File: src/rtl/foo_sink.sv
`default_nettype none
// ============================================================================
// Module   : foo_sink
// Purpose  : Harness block beside Foo. Drives Foo's inputs (x = armed flag,
//            z = free-running timestamp while armed) and watches Foo's
//            outputs. Any output that differs from its value in the previous
//            cycle (or from the declared default right after reset) is
//            logged, while armed, as a timestamped record in a small FIFO
//            that is drained over a valid/ready stream.
// Ports    : clk, rst_n          - clock, asynchronous active-low reset
//            arm, disarm         - FSM control pulses (disarm wins)
//            clear               - flush FIFO and clear overflow
//            x, z                - drive Foo.x / Foo.z
//            y, undriven_output0,
//            undriven_output1    - observed Foo outputs
//            ev_valid, ev_ready,
//            ev_data             - event stream {tag,mask,y,u0,u1}
//            overflow            - sticky: an event was dropped
// Revision : 1.0 - initial release
// ============================================================================
module foo_sink #(
    parameter int DEPTH      = 4,
    parameter int Y_DEFAULT  = 3,
    parameter int U0_DEFAULT = 0,
    parameter int U1_DEFAULT = 9
) (
    input  logic        clk,
    input  logic        rst_n,
    input  logic        arm,
    input  logic        disarm,
    input  logic        clear,
    output logic        x,
    output logic [2:0]  z,
    input  logic [1:0]  y,
    input  logic [3:0]  undriven_output0,
    input  logic [4:0]  undriven_output1,
    output logic        ev_valid,
    input  logic        ev_ready,
    output logic [16:0] ev_data,
    output logic        overflow
);

    localparam int          c_AW     = (DEPTH > 1) ? $clog2(DEPTH) : 1;
    localparam int          c_CW     = c_AW + 1;
    localparam logic [c_CW-1:0] c_FULL_CNT = c_CW'(DEPTH);
    localparam logic [1:0]  c_Y_DEF  = 2'(Y_DEFAULT);
    localparam logic [3:0]  c_U0_DEF = 4'(U0_DEFAULT);
    localparam logic [4:0]  c_U1_DEF = 5'(U1_DEFAULT);

    typedef enum logic [0:0] {
        IDLE  = 1'b0,
        ARMED = 1'b1
    } state_t;

    state_t            r_state;
    logic              r_x;
    logic [2:0]        r_z;
    logic [1:0]        r_py;
    logic [3:0]        r_pu0;
    logic [4:0]        r_pu1;

    logic [16:0]       r_mem [DEPTH];
    logic [c_AW-1:0]   r_rd;
    logic [c_AW-1:0]   r_wr;
    logic [c_CW-1:0]   r_cnt;
    logic              r_ovf;

    logic [2:0]        w_mask;
    logic              w_event;
    logic              w_full;
    logic              w_pop;
    logic              w_push;
    logic [16:0]       w_rec;

    // Change detection against the previous-cycle shadows; mask[2] is y.
    assign w_mask  = {(y != r_py), (undriven_output0 != r_pu0), (undriven_output1 != r_pu1)};
    assign w_event = (r_state == ARMED) && (w_mask != 3'b000);
    assign w_rec   = {r_z, w_mask, y, undriven_output0, undriven_output1};

    assign w_full  = (r_cnt == c_FULL_CNT);
    assign w_pop   = ev_valid && ev_ready;
    // A pop frees the slot in the same cycle, so a full FIFO still accepts.
    assign w_push  = w_event && (!w_full || w_pop);

    // FSM, timestamp and shadow registers. Shadows load every cycle so an
    // arm never sees a stale comparison.
    always_ff @(posedge clk or negedge rst_n) begin
        if (!rst_n) begin
            r_state <= IDLE;
            r_x     <= 1'b0;
            r_z     <= 3'd0;
            r_py    <= c_Y_DEF;
            r_pu0   <= c_U0_DEF;
            r_pu1   <= c_U1_DEF;
        end else begin
            r_py  <= y;
            r_pu0 <= undriven_output0;
            r_pu1 <= undriven_output1;
            if (r_state == ARMED) begin
                r_z <= r_z + 3'd1;
            end
            case (r_state)
                IDLE: begin
                    if (arm && !disarm) begin
                        r_state <= ARMED;
                        r_x     <= 1'b1;
                    end
                end
                ARMED: begin
                    if (disarm) begin
                        r_state <= IDLE;
                        r_x     <= 1'b0;
                    end
                end
                default: begin
                    r_state <= IDLE;
                    r_x     <= 1'b0;
                end
            endcase
        end
    end

    // Event FIFO. clear overrides every other FIFO action, including a
    // same-cycle push.
    always_ff @(posedge clk or negedge rst_n) begin
        if (!rst_n) begin
            r_rd  <= '0;
            r_wr  <= '0;
            r_cnt <= '0;
            r_ovf <= 1'b0;
            for (int i = 0; i < DEPTH; i++) begin
                r_mem[i] <= '0;
            end
        end else if (clear) begin
            r_rd  <= '0;
            r_wr  <= '0;
            r_cnt <= '0;
            r_ovf <= 1'b0;
        end else begin
            if (w_push) begin
                r_mem[r_wr] <= w_rec;
                r_wr        <= r_wr + c_AW'(1);
            end
            if (w_pop) begin
                r_rd <= r_rd + c_AW'(1);
            end
            case ({w_push, w_pop})
                2'b10:   r_cnt <= r_cnt + c_CW'(1);
                2'b01:   r_cnt <= r_cnt - c_CW'(1);
                default: r_cnt <= r_cnt;
            endcase
            if (w_event && w_full && !w_pop) begin
                r_ovf <= 1'b1;
            end
        end
    end

    assign x        = r_x;
    assign z        = r_z;
    assign ev_valid = (r_cnt != '0);
    // Head entry comes straight from storage; zero when nothing is queued.
    assign ev_data  = ev_valid ? r_mem[r_rd] : 17'd0;
    assign overflow = r_ovf;

endmodule
`default_nettype wire
File: config.mk
export PLATFORM = sky130hd
export DESIGN_NAME = foo_sink
export DESIGN_NICKNAME = d
export VERILOG_FILES = /design/src/rtl/foo_sink.sv
export SDC_FILE = /design/constraint.sdc
export NUM_CORES = 1
export LEC_CHECK = 0
export ABC_AREA = 1
export CAP_MARGIN = 40
export CORE_UTILIZATION = 50
export DETAILED_ROUTE_END_ITERATION = 16
export PLACE_DENSITY = 0.71
export SETUP_SLACK_MARGIN = 0.5
export SLEW_MARGIN = 20
export SYNTH_ARGS = -nofsm -noshare
export SYNTH_HDL_FRONTEND = slang
export SYNTH_SLANG_ARGS = --single-unit
File: constraint.sdc
create_clock -name clk -period 6.1 [get_ports clk]
set_input_delay 1.22 -clock clk [delete_from_list [all_inputs] [get_ports clk]]
set_output_delay 1.22 -clock clk [all_outputs]
set_load 0.01 [all_outputs]
==> run metrics <==
Mapped Cells=495; Synth cell types=33; setup TNS=0 ns; ys flop type=dfrtp_1; fmax=243.3 MHz; Slew @ Worst Pin=0.6350 ns; Die Wd=95.24 um; die footprint=9071 um2; Clk pin slew, worst setup/hold paths=0.08 ns; share of layout cells above drive strength 1=10.59%; Worst Hold Class=reg -> reg; Detailed Place HPWL=5556 um; Critical Path Start Type=flip-flop; Crit Path Class=reg -> out; most common cell in the synthesized netlist=nand2_1; internal reg-to-reg setup slack=3.52 ns; FF-to-FF path depth=13; critical path peak fanout=19; Fillers=766; Core Area=8299 um2; area of the mapped netlist=4347 um2; clk root buf=clkbuf_8; asr flop ratio synth=100.0%; hold_buf cts=0; area leader, netlist=dfrtp_1; Power Density=387.4 nW/um2; FF-to-FF End=r_cnt[2]$_DFFE_PN0P_; Lkg Pwr=0.002348 uW; setup repair after global routing missed its margin=false; Post-Syn Area per Cell=8.781 um2; global-route wire length before repair=14950 um; Worst R2R Start=r_cnt[0]$_DFFE_PN0P_; Resize count post-CTS=0; Arrival @ worst endpoint=2.89 ns; Slew Limit Fails=0; final setup fails=0; Setup Buffers After CTS=0; Req. time, crit path=4.88 ns; Die Y=95.24 um; Vias/cell=5.096; row count=33; Slew headroom=57.41%; CTS buffer count=9; final period utilization=67.38%; global route overflow=0; area grow syn2layout=13.13%; Synth top area share=50.66%; number of port buffers=39; Clock Sinks=92; vias in the first global route=3149; worst hold stages=2; Post-DRT Antenna Nets=0; Slowest-stage cell, CP=dfrtp_1; FF+latch count, synth=92; worst vdd ir=242.1 uV; Hold Path Origin=r_mem[4]$_DFFE_PN0P_; Max Buffers Root-to-Sink=2; number of flops mapped to enable cells by yosys=0; initial antenna violation count=0; Worst path max stage delay=0.74 ns; Hold Slack=0.4853 ns; number of synthesis warnings=0; Starting DRT DRC Count=168; total global routing track utilization=21.67%; Fin. Hold Viols=0; via count=3231; Final nets=547; largest net degree at the start of global routing=52; Seq/Total Area, Yosys=53.08%; drc violations=0; Final min period=4.110 ns; largest cells by area after synthesis=dfrtp_1 51%, nand2_1 9.4%, nor2_1 6.5%; syn_nets=518; status=completed; Max Cap Viol=0; CP cell instances=clkinv_1 -> nor2_1 -> o21ai_0 -> a21oi_1 -> clkdlybuf4s50_1; Clock Latency Late Sink=0.35 ns; Layout Skew=0.01236 ns; gpl congestion=0.7241; worst path bufs/invs=2; routed wire length per instance=13.76 um; H-tree level count=3; overall routed net length=8723 um; Initial Util=52.37%; synth cell count leaders=109 x nand2_1, 88 x dfrtp_1, 75 x nor2_1; Top delay family on crit path=buffers and inverters; Crit. End Element=output pin; First-pass DRT Iterations=4; # IOs=40; Inserted Diodes=0; hold path endpoint=r_mem[4]$_DFFE_PN0P_; CTS tree=built
[layout make-up]
type                            count  area [um2]  area share, %
Sequential cell                    92        2307          46.92
Inverter                           36       135.1          2.748
Clock buffer                       13       168.9          3.435
Tap cell                          105       131.4          2.672
Clock inverter                      3       43.79         0.8906
Timing Repair Buffer               42       417.9          8.499
Multi-Input combinational cell    343        1713          34.83
[power breakdown]
group / switching (uW) / internal, uW
clock network: 205 / 223
logic: 354 / 274
registers: 88.7 / 760
total: 648 / 1260
[sequential cells by signal, summed over array words and instances (netlist names)]
register	count
r_pu1	5
r_pu0	4
z	3
x	1
r_cnt	3
r_rd	2
r_mem	68
overflow	1
r_py	2
r_state	1
r_wr	2
[worst reg2reg max path, cell delays in order (launching register included)]
cell	delay [ns]
dfrtp_1	0.43
nor2_1	0.08
nand2_1	0.08
clkinv_1	0.51
nor2_1	0.39
nand2_1	0.20
inv_1	0.14
fa_1	0.19
xor2_1	0.18
inv_1	0.07
nand2_1	0.06
nand2_1	0.04
nand2_1	0.05
nand2_1	0.05
[stage by stage]
| step | std cells | util (%) | cell area (um2) | total power [uW] | setup WS, ns |
|---|---|---|---|---|---|
| 2_1_floorplan | 495 | - | 4347 | 1237 | 3.262 |
| 3_3_place_gp | 617 | 56.51 | 4690 | 1466 | 2.300 |
| 3_5_place_dp | 618 | 56.69 | 4705 | 1489 | 2.337 |
| 4_1_cts | 634 | 59.25 | 4917 | 1921 | 1.930 |
| 5_1_grt | 634 | 59.25 | 4917 | 2042 | 1.715 |
| 6_report | 634 | 59.25 | 4917 | 1905 | 1.990 |
[worst max-delay path by stage]
| stage | start | endpoint | slack, ns | depth (start not counted) |
|---|---|---|---|---|
| 5_1_grt | r_rd[1]$_DFFE_PN0P_ | ev_data[13] | 1.72 | 5 |
| 3_3_place_gp | r_rd[1]$_DFFE_PN0P_ | ev_data[15] | 2.30 | 5 |
| 2_1_floorplan | y[0] | r_cnt[2]$_DFFE_PN0P_ | 3.26 | 15 |
| 6_report | r_rd[1]$_DFFE_PN0P_ | ev_data[13] | 1.99 | 5 |
| 3_5_place_dp | r_rd[1]$_DFFE_PN0P_ | ev_data[13] | 2.34 | 5 |
| 4_1_cts | r_rd[1]$_DFFE_PN0P_ | ev_data[13] | 1.93 | 5 |
[per-layer routing]
metal / track usage [%] / vias up / part of all wire, %
li1: - / 1653 / -
met1: 30.14 / 1517 / 48
met2: 34.17 / 51 / 47
met3: 3.270 / 10 / 3.5
met4: 8.586 / 0 / 1.6
met5: 0 / - / 0
[placed cells by master (no fill, tap or decap), drive strengths merged, types with 3 or more instances in the layout]
cell type / n
nand2: 114
o21ai: 106
dfrtp: 88
nor2: 78
clkdlybuf4s50: 38
inv: 34
a21oi: 20
clkbuf: 13
ha: 5
xnor2: 4
nand4: 4
dfstp: 4
buf: 4
clkinv: 4
nand3: 4
xor2: 3
[kinds of logic after synthesis]
family	share of synthesized area, %
compound gates	16.23
buf+inv	7.513
flops	53.08
fa+ha+maj	1.900
xor+xnor	1.411
simple gates	19.86
Power figures use the tool's default switching activity.
